File: config.mk
export PLATFORM = sky130hd
export DESIGN_NAME = main_memory_arbiter_flat
export DESIGN_NICKNAME = d
export VERILOG_FILES = /design/src/rtl/main_memory_arbiter_if.sv /design/src/rtl/main_memory_arbiter.sv /design/src/flat_wrapper.sv
export SDC_FILE = /design/constraint.sdc
export NUM_CORES = 1
export LEC_CHECK = 0
export ABC_AREA = 0
export ABC_CLOCK_PERIOD_IN_PS = 2100
export BUFFER_PORTS_ARGS = -buffer_cell sky130_fd_sc_hd__buf_2
export CORE_MARGIN = 5
export CORE_UTILIZATION = 35
export CTS_BUF_LIST = sky130_fd_sc_hd__clkbuf_2
export DETAILED_ROUTE_END_ITERATION = 12
export PLACE_DENSITY = 0.69
export SETUP_SLACK_MARGIN = 0.15
export SYNTH_ARGS = -nofsm -noshare
export SYNTH_HDL_FRONTEND = slang
export SYNTH_SLANG_ARGS = --single-unit
File: constraint.sdc
create_clock -name clk -period 2.1 [get_ports clk]
set_clock_uncertainty 0.1 [all_clocks]
set_input_delay 0.42 -clock clk [delete_from_list [all_inputs] [get_ports clk]]
set_output_delay 0.42 -clock clk [all_outputs]
set_load 0.01 [all_outputs]
File: src/rtl/main_memory_arbiter_if.sv
// main_memory_arbiter_if: requester and RAM-side signals of the two-port memory arbiter.
interface main_memory_arbiter_if #(
    parameter int ADDR_W = 12,
    parameter int DATA_W = 8
);
    logic [ADDR_W-1:0] m0_address, m1_address;
    logic              m0_read, m0_write, m1_read, m1_write;
    logic [DATA_W-1:0] m0_writedata, m1_writedata;
    logic              m0_waitrequest, m1_waitrequest;
    logic [DATA_W-1:0] m0_readdata, m1_readdata;
    logic              m0_readdatavalid, m1_readdatavalid;
    logic [ADDR_W-1:0] mem_address;
    logic              mem_chipselect, mem_write, mem_clken;
    logic [DATA_W-1:0] mem_writedata, mem_readdata;
    logic [15:0]       conflict_count;

    modport slave (
        input  m0_address, m0_read, m0_write, m0_writedata,
        input  m1_address, m1_read, m1_write, m1_writedata,
        input  mem_readdata,
        output m0_waitrequest, m0_readdata, m0_readdatavalid,
        output m1_waitrequest, m1_readdata, m1_readdatavalid,
        output mem_address, mem_chipselect, mem_write, mem_clken, mem_writedata,
        output conflict_count
    );

    modport master (
        output m0_address, m0_read, m0_write, m0_writedata,
        output m1_address, m1_read, m1_write, m1_writedata,
        output mem_readdata,
        input  m0_waitrequest, m0_readdata, m0_readdatavalid,
        input  m1_waitrequest, m1_readdata, m1_readdatavalid,
        input  mem_address, mem_chipselect, mem_write, mem_clken, mem_writedata,
        input  conflict_count
    );
endinterface

File: src/rtl/main_memory_arbiter.sv
// main_memory_arbiter: round-robin sharing of one single-port RAM between two requesters,
// combinational grant, 1-clock read return routed by a registered tag.
module main_memory_arbiter #(
    parameter int ADDR_W = 12,
    parameter int DATA_W = 8
) (
    input logic                  clk,
    input logic                  reset_n,
    main_memory_arbiter_if.slave bus
);
    logic              act0, act1, gnt0, gnt1, gnt, gnt_wr;
    logic              rr_ptr_d, rr_ptr_q;
    logic              rtn_vld_d, rtn_vld_q, rtn_id_d, rtn_id_q;
    logic [ADDR_W-1:0] addr_d, addr_q;
    logic [DATA_W-1:0] wdata_d, wdata_q;
    logic [15:0]       conflict_d, conflict_q;

    always_comb begin
        act0       = bus.m0_read | bus.m0_write;
        act1       = bus.m1_read | bus.m1_write;
        // no grant while in reset, so nothing reaches the RAM or the return tag
        gnt0       = reset_n & act0 & (~act1 | ~rr_ptr_q);
        gnt1       = reset_n & act1 & (~act0 | rr_ptr_q);
        gnt        = gnt0 | gnt1;
        gnt_wr     = gnt0 ? bus.m0_write : (gnt1 & bus.m1_write);
        addr_d     = gnt0 ? bus.m0_address : gnt1 ? bus.m1_address : addr_q;
        wdata_d    = gnt0 ? bus.m0_writedata : gnt1 ? bus.m1_writedata : wdata_q;
        rr_ptr_d   = gnt ? gnt0 : rr_ptr_q;
        rtn_vld_d  = gnt & ~gnt_wr;
        rtn_id_d   = gnt1;
        conflict_d = (act0 & act1 & (conflict_q != 16'hFFFF)) ? conflict_q + 16'd1 : conflict_q;
    end

    always_ff @(posedge clk or negedge reset_n) begin
        if (!reset_n) begin
            rr_ptr_q   <= 1'b0;
            rtn_vld_q  <= 1'b0;
            rtn_id_q   <= 1'b0;
            addr_q     <= '0;
            wdata_q    <= '0;
            conflict_q <= '0;
        end else begin
            rr_ptr_q   <= rr_ptr_d;
            rtn_vld_q  <= rtn_vld_d;
            rtn_id_q   <= rtn_id_d;
            addr_q     <= addr_d;
            wdata_q    <= wdata_d;
            conflict_q <= conflict_d;
        end
    end

    assign bus.m0_waitrequest   = ~reset_n | (act0 & ~gnt0);
    assign bus.m1_waitrequest   = ~reset_n | (act1 & ~gnt1);
    assign bus.mem_chipselect   = gnt;
    assign bus.mem_write        = gnt_wr;
    assign bus.mem_clken        = reset_n;
    assign bus.mem_address      = reset_n ? addr_d : '0;
    assign bus.mem_writedata    = reset_n ? wdata_d : '0;
    assign bus.m0_readdatavalid = rtn_vld_q & ~rtn_id_q;
    assign bus.m1_readdatavalid = rtn_vld_q & rtn_id_q;
    assign bus.m0_readdata      = (rtn_vld_q & ~rtn_id_q) ? bus.mem_readdata : '0;
    assign bus.m1_readdata      = (rtn_vld_q & rtn_id_q) ? bus.mem_readdata : '0;
    assign bus.conflict_count   = conflict_q;
endmodule

File: src/flat_wrapper.sv
// flat-port wrapper written by rule: the top's interface ports become plain ports
module main_memory_arbiter_flat 
#(
    parameter int ADDR_W = 12,
    parameter int DATA_W = 8
)
  (clk, reset_n, bus_m0_address, bus_m0_read, bus_m0_write, bus_m0_writedata, bus_m1_address, bus_m1_read, bus_m1_write, bus_m1_writedata, bus_mem_readdata, bus_m0_waitrequest, bus_m0_readdata, bus_m0_readdatavalid, bus_m1_waitrequest, bus_m1_readdata, bus_m1_readdatavalid, bus_mem_address, bus_mem_chipselect, bus_mem_write, bus_mem_clken, bus_mem_writedata, bus_conflict_count);
  main_memory_arbiter_if #(.ADDR_W(ADDR_W), .DATA_W(DATA_W)) bus_i ();
  input logic clk;
  input logic reset_n;
  input wire logic [$bits(bus_i.m0_address)-1:0] bus_m0_address;
  input wire logic [$bits(bus_i.m0_read)-1:0] bus_m0_read;
  input wire logic [$bits(bus_i.m0_write)-1:0] bus_m0_write;
  input wire logic [$bits(bus_i.m0_writedata)-1:0] bus_m0_writedata;
  input wire logic [$bits(bus_i.m1_address)-1:0] bus_m1_address;
  input wire logic [$bits(bus_i.m1_read)-1:0] bus_m1_read;
  input wire logic [$bits(bus_i.m1_write)-1:0] bus_m1_write;
  input wire logic [$bits(bus_i.m1_writedata)-1:0] bus_m1_writedata;
  input wire logic [$bits(bus_i.mem_readdata)-1:0] bus_mem_readdata;
  output wire logic [$bits(bus_i.m0_waitrequest)-1:0] bus_m0_waitrequest;
  output wire logic [$bits(bus_i.m0_readdata)-1:0] bus_m0_readdata;
  output wire logic [$bits(bus_i.m0_readdatavalid)-1:0] bus_m0_readdatavalid;
  output wire logic [$bits(bus_i.m1_waitrequest)-1:0] bus_m1_waitrequest;
  output wire logic [$bits(bus_i.m1_readdata)-1:0] bus_m1_readdata;
  output wire logic [$bits(bus_i.m1_readdatavalid)-1:0] bus_m1_readdatavalid;
  output wire logic [$bits(bus_i.mem_address)-1:0] bus_mem_address;
  output wire logic [$bits(bus_i.mem_chipselect)-1:0] bus_mem_chipselect;
  output wire logic [$bits(bus_i.mem_write)-1:0] bus_mem_write;
  output wire logic [$bits(bus_i.mem_clken)-1:0] bus_mem_clken;
  output wire logic [$bits(bus_i.mem_writedata)-1:0] bus_mem_writedata;
  output wire logic [$bits(bus_i.conflict_count)-1:0] bus_conflict_count;
  assign bus_i.m0_address = bus_m0_address;
  assign bus_i.m0_read = bus_m0_read;
  assign bus_i.m0_write = bus_m0_write;
  assign bus_i.m0_writedata = bus_m0_writedata;
  assign bus_i.m1_address = bus_m1_address;
  assign bus_i.m1_read = bus_m1_read;
  assign bus_i.m1_write = bus_m1_write;
  assign bus_i.m1_writedata = bus_m1_writedata;
  assign bus_i.mem_readdata = bus_mem_readdata;
  assign bus_m0_waitrequest = bus_i.m0_waitrequest;
  assign bus_m0_readdata = bus_i.m0_readdata;
  assign bus_m0_readdatavalid = bus_i.m0_readdatavalid;
  assign bus_m1_waitrequest = bus_i.m1_waitrequest;
  assign bus_m1_readdata = bus_i.m1_readdata;
  assign bus_m1_readdatavalid = bus_i.m1_readdatavalid;
  assign bus_mem_address = bus_i.mem_address;
  assign bus_mem_chipselect = bus_i.mem_chipselect;
  assign bus_mem_write = bus_i.mem_write;
  assign bus_mem_clken = bus_i.mem_clken;
  assign bus_mem_writedata = bus_i.mem_writedata;
  assign bus_conflict_count = bus_i.conflict_count;
  main_memory_arbiter #(.ADDR_W(ADDR_W), .DATA_W(DATA_W)) u_core (.clk(clk), .reset_n(reset_n), .bus(bus_i));
endmodule
---- After elaboration in Yosys (flattened, before gate mapping) ----
Index checks and enable logic that the tools add are counted.
word-level totals
  input port bits ......................... 54
  flip-flop bits (word level) ............. 39
  output and inout bits ................... 59
  logic and storage cells ................. 44
operators by class
  bitwise gates (word level) .............. 27
  equal/unequal tests ..................... 1
  $add $sub $neg .......................... 1
  muxes and demuxes ....................... 9
operators by type and width
  operator                                       number
  two-way mux 8 bit                              5
  two-way mux 12 bit                             3
  adder 16 x 1 -> 16 bit, second input constant  1
  inequality test 16 bit, second input constant  1
  bitwise AND 1 bit                              12
  NOT 1 bit                                      8
  bitwise OR 1 bit                               7
  two-way mux 1 bit                              1

---- Depth between registers and ports, before layout ----
Gate-level depths: netlist of the first run.
  depth in word-level cells ............... 8
  depth in mapped cells ................... 6
  depth with buffers taken out ............ 5

---- Least setup slack after synthesis of the first run ----
Ideal clock, no wire load.
  path type ............................... input to output
  from .................................... in bus_m0_write
  to ...................................... out bus_mem_address[3]
  data arrival time ....................... 1.461 ns
  slack ................................... 0.119 ns
  data required time ...................... 1.580 ns
  stages on the path ...................... 6
  buffers on the path ..................... 2
  cell sequence ........................... nor2_1 > nand3b_1 > clkbuf_1 > clkbuf_1 > o21ai_0 > a31oi_1
on the way
  word-level cells in the longest chain between the ends .. 7
  elaborated cells between the ends (all ways) .. 9
  classes of those cells .................. mux (3); bitwise (6)
ends and longest elaborated chain
  what                  line                       text
  from (decl)           flat_wrapper.sv:13         input wire logic [$bits(bus_i.m0_write)-1:0] bus_m0_write;
  bitwise OR 1 bit *    main_memory_arbiter.sv:19  act0 = bus.m0_read | bus.m0_write;
  NOT 1 bit             main_memory_arbiter.sv:23  gnt1 = reset_n & act1 & (~act0 | rr_ptr_q);
  bitwise OR 1 bit      main_memory_arbiter.sv:23
  bitwise AND 1 bit     main_memory_arbiter.sv:23
  two-way mux 12 bit    main_memory_arbiter.sv:26  addr_d = gnt0 ? bus.m0_address : gnt1 ? bus.m1_address : addr_q;
  two-way mux 12 bit *  main_memory_arbiter.sv:26
  two-way mux 12 bit *  main_memory_arbiter.sv:57  assign bus.mem_address = reset_n ? addr_d : '0;
  to (decl)             flat_wrapper.sv:26         output wire logic [$bits(bus_i.mem_address)-1:0] bus_mem_address;
Mark *: on every way between the ends. The rest lies on a longest branch, timed or not.

---- Worst setup path in the final report of the first run ----
  from .................................... reg u_core.rr_ptr_q
  to ...................................... out bus_mem_address[3]
on the way
  word-level cells in the longest chain between the ends .. 5
  elaborated cells between the ends (all ways) .. 8
  classes of those cells .................. mux (3); bitwise (5)
ends and longest elaborated chain
  what                                                            line                                                  text
  from (decl)                                                     main_memory_arbiter.sv:12                             logic rr_ptr_d, rr_ptr_q;
  from (signal assigned)                                          main_memory_arbiter.sv:43                             rr_ptr_q <= rr_ptr_d;
  bitwise OR 1 bit / NOT 1 bit (equally long branches)            main_memory_arbiter.sv:23, main_memory_arbiter.sv:22
  bitwise AND 1 bit / bitwise OR 1 bit (equally long branches)    main_memory_arbiter.sv:23, main_memory_arbiter.sv:22
  two-way mux 12 bit / bitwise AND 1 bit (equally long branches)  main_memory_arbiter.sv:26, main_memory_arbiter.sv:22
  two-way mux 12 bit *                                            main_memory_arbiter.sv:26
  two-way mux 12 bit *                                            main_memory_arbiter.sv:57
Marked as above.

==> results of run 1 <==
per-layer routing:
metal / track usage / up-vias
met1: 0.2235 / 1282
li1: - / 1292
met2: 0.3140 / 91
met4: 0.04912 / 0
met5: 0 / -
met3: 0.04508 / 9
stage by stage:
| stage | utilization | power (mW) | hold slack [ns] | instance area, sq um |
|---|---|---|---|---|
| after CTS | 0.5719 | 2.502 | 0.1529 | 3590 |
| after floorplan | - | 1.560 | 0.02441 | 2231 |
| after global placement | 0.5095 | 1.993 | 0.3924 | 3198 |
| after detailed placement | 0.5095 | 2.015 | 0.3940 | 3198 |
| after global routing | 0.6265 | 2.870 | 0.1462 | 3933 |
| final | 0.6265 | 2.681 | 0.1782 | 3933 |
registers in the layout, summed over array words and instances, names as in the netlist:
signal                     cells
u_core.addr_q                 12
u_core.bus.conflict_count     16
u_core.rr_ptr_q                1
u_core.rtn_id_q                1
u_core.rtn_vld_q               1
u_core.wdata_q                 8
Yosys cell counts, types with 2 or more instances:
cell type	number	area, sq um
sky130_fd_sc_hd__nand2_1	54	202.7
sky130_fd_sc_hd__a31oi_1	40	250.2
sky130_fd_sc_hd__dfrtp_1	39	975.9
sky130_fd_sc_hd__nor2_1	25	93.84
sky130_fd_sc_hd__o21ai_0	23	115.1
sky130_fd_sc_hd__clkbuf_1	13	48.80
sky130_fd_sc_hd__xor2_1	12	105.1
sky130_fd_sc_hd__and3_1	10	62.56
sky130_fd_sc_hd__and2_1	9	56.30
sky130_fd_sc_hd__nor3_1	4	20.02
sky130_fd_sc_hd__nor4b_1	4	35.03
sky130_fd_sc_hd__xnor2_1	3	26.28
sky130_fd_sc_hd__a21oi_1	2	10.01
sky130_fd_sc_hd__buf_2	2	10.01
sky130_fd_sc_hd__inv_1	2	7.510
sky130_fd_sc_hd__nand3_1	2	10.01
sky130_fd_sc_hd__nand3b_1	2	15.01
sky130_fd_sc_hd__nand4_1	2	12.51
sky130_fd_sc_hd__or3_1	2	12.51
area by class of cell:
| cell class | instances | share of cell area |
|---|---|---|
| clock buffers | 5 | 0.006363 |
| multi-input cells | 209 | 0.3955 |
| repair buffers | 175 | 0.3178 |
| well taps | 77 | 0.02450 |
| flip-flops and latches | 39 | 0.2488 |
| clock inverters | 3 | 0.003818 |
| inverters | 2 | 0.003182 |
cells by family (layout without fill, tap and decap cells):
group,count (synthesis),after routing,share of synthesized area
compound gates,69,69,0.1818
flops,39,39,0.4377
simple gates,122,123,0.2744
mux,1,1,0.006732
fa+ha+maj,1,1,0.005611
buf+inv,19,185,0.03479
xor+xnor,15,15,0.05892
power groups by stage:
stage          sequential (mW)  combinational (mW)  clock, mW
2_1_floorplan             1.09               0.466          0
3_3_place_gp              1.08               0.912          0
3_5_place_dp              1.08               0.931          0
4_1_cts                   1.08                1.09      0.336
5_1_grt                   1.13                1.36      0.382
6_report                  1.11                1.25      0.318
repair_timing:
action,CTS,global route
setup endpoints to repair,31,33
pin swaps,8,29
hold endpoints to repair,9,0
hold buffers,3,0
buffers inserted,7,6
resized for setup,38,73
cloned,5,2
cell usage in the layout, fill, tap and decap left out, types with 4 or more instances in the layout:
cell type                  count
sky130_fd_sc_hd__a31oi_1      32
sky130_fd_sc_hd__a31oi_4       7
sky130_fd_sc_hd__and2_1        9
sky130_fd_sc_hd__and3_1       10
sky130_fd_sc_hd__buf_12        6
sky130_fd_sc_hd__buf_2       108
sky130_fd_sc_hd__buf_4        44
sky130_fd_sc_hd__buf_6         9
sky130_fd_sc_hd__clkbuf_2      5
sky130_fd_sc_hd__dfrtp_1      37
sky130_fd_sc_hd__nand2_1      16
sky130_fd_sc_hd__nand2_2      17
sky130_fd_sc_hd__nand2_4      20
sky130_fd_sc_hd__nor2_1       25
sky130_fd_sc_hd__nor3_1        4
sky130_fd_sc_hd__o21ai_0      12
sky130_fd_sc_hd__o21ai_1       6
sky130_fd_sc_hd__o21ai_2       5
sky130_fd_sc_hd__xor2_1       12
worst reg2reg max path, cell delays in order, from the launching register on:
cell	delay [ns]
sky130_fd_sc_hd__dfrtp_1	0.46
sky130_fd_sc_hd__ha_1	0.26
sky130_fd_sc_hd__nand4_1	0.14
sky130_fd_sc_hd__nor4_4	0.05
sky130_fd_sc_hd__buf_4	0.15
sky130_fd_sc_hd__nor4bb_1	0.38
sky130_fd_sc_hd__xor2_1	0.18
path summary, 6_finish.rpt:
path / slack (ns) / startpoint / endpoint / cells after the start
worst max-delay path: -0.23 / u_core.rr_ptr_q / bus_mem_address[3] / 7
max in group asynchronous: 0.47 / reset_n / u_core.rtn_id_q / 4
worst min register to register: 0.42 / u_core.bus.conflict_count[15] / u_core.bus.conflict_count[15] / 1
worst min-delay path: 0.18 / bus_m0_address[11] / u_core.addr_q[11] / 3
worst max register to register: 0.32 / u_core.bus.conflict_count[0] / u_core.bus.conflict_count[13] / 6
min in group asynchronous: 0.73 / reset_n / u_core.rr_ptr_q / 4
==> out/qor.yml, run 1 <==
drt:
  met3WireLength_um: 416
  route.layer.met1.wl_um: 3299
  drtIter0Drc: 113
  drt_pass1_iterations: 4
  route.detailed.wl_per_inst_um: 15.68
  route.top_layer_used: "met4"
  detail-route-antenna-nets: 0
  vias: 2674
  detail_route.vias_per_cell: 5.243
  drt-total-wl_um: 7996
  route.met2.wl_um: 4199
  drc: 0
floorplan:
  die_w_um: 89.82
  effective_utilization_at_floorplan: 0.3552
  io-pin-count: 113
  die_area_sq_um: 8067
  floorplan.core_area_sq_um: 6277
  die_h_um: 89.82
  row_count: 29
cts:
  clock_pin_slew_on_the_worst_setup_and_hold_paths_ns: 0.20
  insertion_delay_ns: 0.38
  clk_path_buf_depth: 2
  tritoncts: "done"
  numClockSinks: 39
  cts.htree.levels: 2
  numCtsBuffers: 5
  cts-root-buf: "sky130_fd_sc_hd__clkbuf_2"
min_path:
  worst_hold_path_type: "primary input to flip-flop"
power_and_ir_drop:
  power_report.internal_total_mw: 1.636
  power.combinational.fraction: 0.468
  pwr-share-clk: 0.119
  seq_power_share: 0.414
  vdd_ir_drop_max_mv: 0.6144
  netSwitchingFraction: 0.3896
  cellLeakagePower_nw: 2.010
  pwr_density_cell_nw_per_um2: 681.7
  p_sw_mw: 1.044
finish:
  area_occupied_by_multi_input_gates_sq_um: 1555
  diodes: 0
  sequential_cell_area_sq_um: 978.4
  synthesis_to_layout_area_growth_pct: 76.37
  instances_no_fill: 510
  nNetsFinal: 487
  final_layout_size_suffix_gt1_frac: 0.5635
  fillCellCount: 531
status:
  violations: "negative setup slack"
  status: "finished, violations left"
synth:
  postSynth.topFlopCell: "sky130_fd_sc_hd__dfrtp_1"
  asyncSetResetFlopFracSynth: 1.000
  post_synth.cell_area_avg_sq_um: 8.382
  synth-seq-area-share: 0.4377
  yosys_warnings: 0
  post_synth_instance_area_sq_um: 2230
  syn_nets: 321
  synth.distinct_cells: 35
  synthCells: 266
  synth-seq-cells: 39
  number_of_synthesized_flops_with_an_enable_pin: 0
place:
  place_ws_ns: -0.1361
  buffer_ports.inserted: 112
  globalplace.congestion: 0.8601
  dp_cells: 480
  detailedPlacementHpwl_um: 4834
global_routing:
  grt_first_pass_wirelength_um: 12410
  globalRouteOverflowTotal: 0
  largest_net_degree_at_the_start_of_global_routing: 28
  globalRouteTotalUtil: 0.1815
  grt_pass1_vias: 2650
  antenna_found_initial: 0
setup_path:
  setup.worst_path.start_class: "flip-flop"
  cp_num_buf_inv: 4
  cpPeakStageDelay_ns: 0.45
  critPathKind: "flip-flop to output port"
  critical-path-top-cell-by-count: "sky130_fd_sc_hd__buf_6"
  cells_along_the_critical_path: "buf_6 > o21bai_4 > buf_6 > buf_16 > nand2_1 > a31oi_1 > buf_2"
  crit_required_ns: 1.58
  end_kind: "output port"
  cpMaxStageDelayCell: "sky130_fd_sc_hd__dfrtp_1"
  cp_data_arrival_time_ns: 1.81
  worst_path_dominant_cell_family: "buffers and inverters"
  worst-path-max-fanout: 6
sta:
  layout_worst_path_cycle_share: 1.111
  setup-tns-final_ns: -4.177
  min_period_ns: 2.332
  setup_slack_ns: -0.2324
  worst_slew_margin_rel: 0.4684
  drv_slew: 0
  setup_viol: 20
  max_freq_mhz: 428.7
  final_hold_viol_count: 0
  tightestPinTransition_ns: 0.7948
  rsz0062_at_grt: "yes"
run:
  max_cap_viol_count: 0
Note: power is estimated with default switching activity, not from simulation.
==> run 2, diff against run 1 <==
RECOVER_POWER = 25   (was not set)
==> run 2 against run 1 <==
Combinational power about the same; critical path type unchanged; sequential power about the same; final cell count unchanged; flip-flop and latch count unchanged; design area decreased by 0.13%; register-to-register slack about the same; the flow still finishes with violations (negative setup slack); global-route usage unchanged.
==> out/qor.yml, run 2 (synthesized netlist as in run 1, its figures left out) <==
cts:
  numClockSinks: 39  # unchanged
  cts.htree.levels: 2  # unchanged
  numCtsBuffers: 5  # unchanged
  cts-root-buf: "sky130_fd_sc_hd__clkbuf_2"  # unchanged
  insertion_delay_ns: 0.38  # about the same
  clock_pin_slew_on_the_worst_setup_and_hold_paths_ns: 0.20  # about the same
  tritoncts: "done"  # unchanged
  clk_path_buf_depth: 2  # unchanged
drt:
  detail_route.vias_per_cell: 5.220  # was 5.243
  drtIter0Drc: 113  # unchanged
  route.detailed.wl_per_inst_um: 15.63  # was 15.68 um
  drt_pass1_iterations: 4  # unchanged
  drc: 0  # unchanged
  drt-total-wl_um: 7972  # was 7996 um
  detail-route-antenna-nets: 0  # unchanged
  vias: 2662  # was 2674
global_routing:
  globalRouteTotalUtil: 0.1815  # unchanged
  antenna_found_initial: 0  # unchanged
  grt_pass1_vias: 2650  # unchanged
  grt_first_pass_wirelength_um: 12410  # unchanged
  largest_net_degree_at_the_start_of_global_routing: 28  # unchanged
  globalRouteOverflowTotal: 0  # unchanged
place:
  globalplace.congestion: 0.8601  # unchanged
  dp_cells: 480  # unchanged
  detailedPlacementHpwl_um: 4834  # unchanged
  buffer_ports.inserted: 112  # unchanged
  placed_cell_area_sq_um: 3198  # unchanged
setup_path:
  worstReg2RegEnd: "u_core.bus.conflict_count[13]"  # unchanged
  regToRegSetupSlack_ns: 0.33  # was 0.32 ns
  end_kind: "output port"  # unchanged
  crit-reg2reg-launch: "u_core.bus.conflict_count[0]"  # unchanged
  critPathKind: "flip-flop to output port"  # unchanged
  worst-path-max-fanout: 6  # unchanged
  setup.worst_path.start_class: "flip-flop"  # unchanged
  crit_required_ns: 1.58  # about the same
  cp_data_arrival_time_ns: 1.81  # about the same
  worstRegToRegCells: 6  # unchanged
floorplan:
  die_w_um: 89.82  # unchanged
  row_count: 29  # unchanged
  effective_utilization_at_floorplan: 0.3552  # unchanged
  die_h_um: 89.82  # unchanged
  floorplan.core_area_sq_um: 6277  # unchanged
  die_area_sq_um: 8067  # unchanged
  io-pin-count: 113  # unchanged
power_and_ir_drop:
  power.total_mw: 2.679  # was 2.681 mW
  vdd_ir_drop_max_mv: 0.6144  # about the same
  cellLeakagePower_nw: 2.004  # was 2.010 nW
  pwr_density_cell_nw_per_um2: 682.2  # was 681.7 nW/um^2
finish:
  fillCellCount: 533  # was 531
  final_layout_size_suffix_gt1_frac: 0.5589  # was 0.5635
  layout.cells.most_common_list: "107 x sky130_fd_sc_hd__buf_2, 43 x sky130_fd_sc_hd__buf_4, 37 x sky130_fd_sc_hd__dfrtp_1"  # was 108 x sky130_fd_sc_hd__buf_2, 44 x sky130_fd_sc_hd__buf_4, 37 x sky130_fd_sc_hd__dfrtp_1
  mostFrequentLayoutCell: "sky130_fd_sc_hd__buf_2"  # unchanged
  synthesis_to_layout_area_growth_pct: 76.15  # was 76.37%
  diodes: 0  # unchanged
  max_ffs_per_register: 16  # unchanged
  nNetsFinal: 487  # unchanged
  post-route-cell-area_sq_um: 3928  # was 3933 sq um
  instances_no_fill: 510  # unchanged
  utilization: 0.6257  # was 0.6265
sta:
  tightestPinTransition_ns: 0.7950  # was 0.7948 ns
  drv_slew: 0  # unchanged
  min_period_ns: 2.332  # about the same
  layout_worst_path_cycle_share: 1.110  # was 1.111
  max_freq_mhz: 428.9  # was 428.7 MHz
  setup_viol: 20  # unchanged
  final_hold_viol_count: 0  # unchanged
  fin_hold_ws_ns: 0.1781  # was 0.1782 ns
  worst_slew_margin_rel: 0.4683  # was 0.4684
  setup_slack_ns: -0.2318  # was -0.2324 ns
  rsz0062_at_grt: "yes"  # unchanged
min_path:
  worstHoldPathCells: 3  # unchanged
  worstHoldStart: "bus_m0_address[11]"  # unchanged
  hold-path-endpoint: "u_core.addr_q[11]"  # unchanged
  worst_hold_path_type: "primary input to flip-flop"  # unchanged
status:
  status: "finished, violations left"  # unchanged
  violations: "negative setup slack"  # unchanged
run:
  max_cap_viol_count: 0  # unchanged
==> run 2: critical path: stages (launching register included) <==
cell,delay [ns]
sky130_fd_sc_hd__dfrtp_1,0.45
sky130_fd_sc_hd__buf_6,0.13
sky130_fd_sc_hd__o21bai_4,0.17
sky130_fd_sc_hd__buf_6,0.14
sky130_fd_sc_hd__buf_16,0.11
sky130_fd_sc_hd__nand2_1,0.08
sky130_fd_sc_hd__a31oi_1,0.19
sky130_fd_sc_hd__buf_2,0.16
==> run 2: per-layer routing <==
metal / track usage / share of wire / vias to the layer above
met4: 0.04912 / 0.010 / 0
met5: 0 / 0 / -
met2: 0.3140 / 0.53 / 83
li1: - / - / 1291
met1: 0.2235 / 0.41 / 1279
met3: 0.04508 / 0.050 / 9
==> run 2: layout make-up <==
cell class                      count  area, sq um  share of cell area
Multi-Input combinational cell    209         1555              0.3960
Timing Repair Buffer              175         1245              0.3170
Sequential cell                    39        978.4              0.2491
Tap cell                           77        96.34             0.02453
Clock buffer                        5        25.02            0.006371
Clock inverter                      3        15.01            0.003823
Inverter                            2        12.51            0.003186
==> run 2: worst max-delay path by stage <==
stage	startpoint	end	slack, ns
after floorplan	bus_m1_read	bus_mem_address[0]	0.13
after global placement	reset_n	bus_mem_address[6]	-0.12
after detailed placement	bus_m1_write	bus_mem_writedata[0]	-0.14
after CTS	u_core.rr_ptr_q	bus_mem_address[0]	-0.21
after global routing	u_core.rr_ptr_q	bus_mem_writedata[0]	-0.35
final	u_core.rr_ptr_q	bus_mem_address[3]	-0.23
==> run 2: power breakdown <==
part	total [mW]	switching [mW]	internal, mW
sequential	1.11	0.180	0.929
combinational	1.25	0.622	0.630
clock	0.319	0.242	0.0765
==> run 2: timing repair <==
item,4_1_cts,5_1_grt
setup endpoints to repair,31,33
setup buffers,7,6
pin swaps,8,29
cloned,5,2
hold buffers,3,0
resized for setup,38,73
endpoints found under the hold margin,9,0
==> run 2: metrics by stage <==
step / worst slack, ns / setup TNS (ns)
after floorplan: 0.1272 / 0
after global placement: -0.1249 / -1.853
after detailed placement: -0.1361 / -1.847
after CTS: -0.2056 / -3.974
after global routing: -0.3527 / -6.800
final: -0.2318 / -4.168
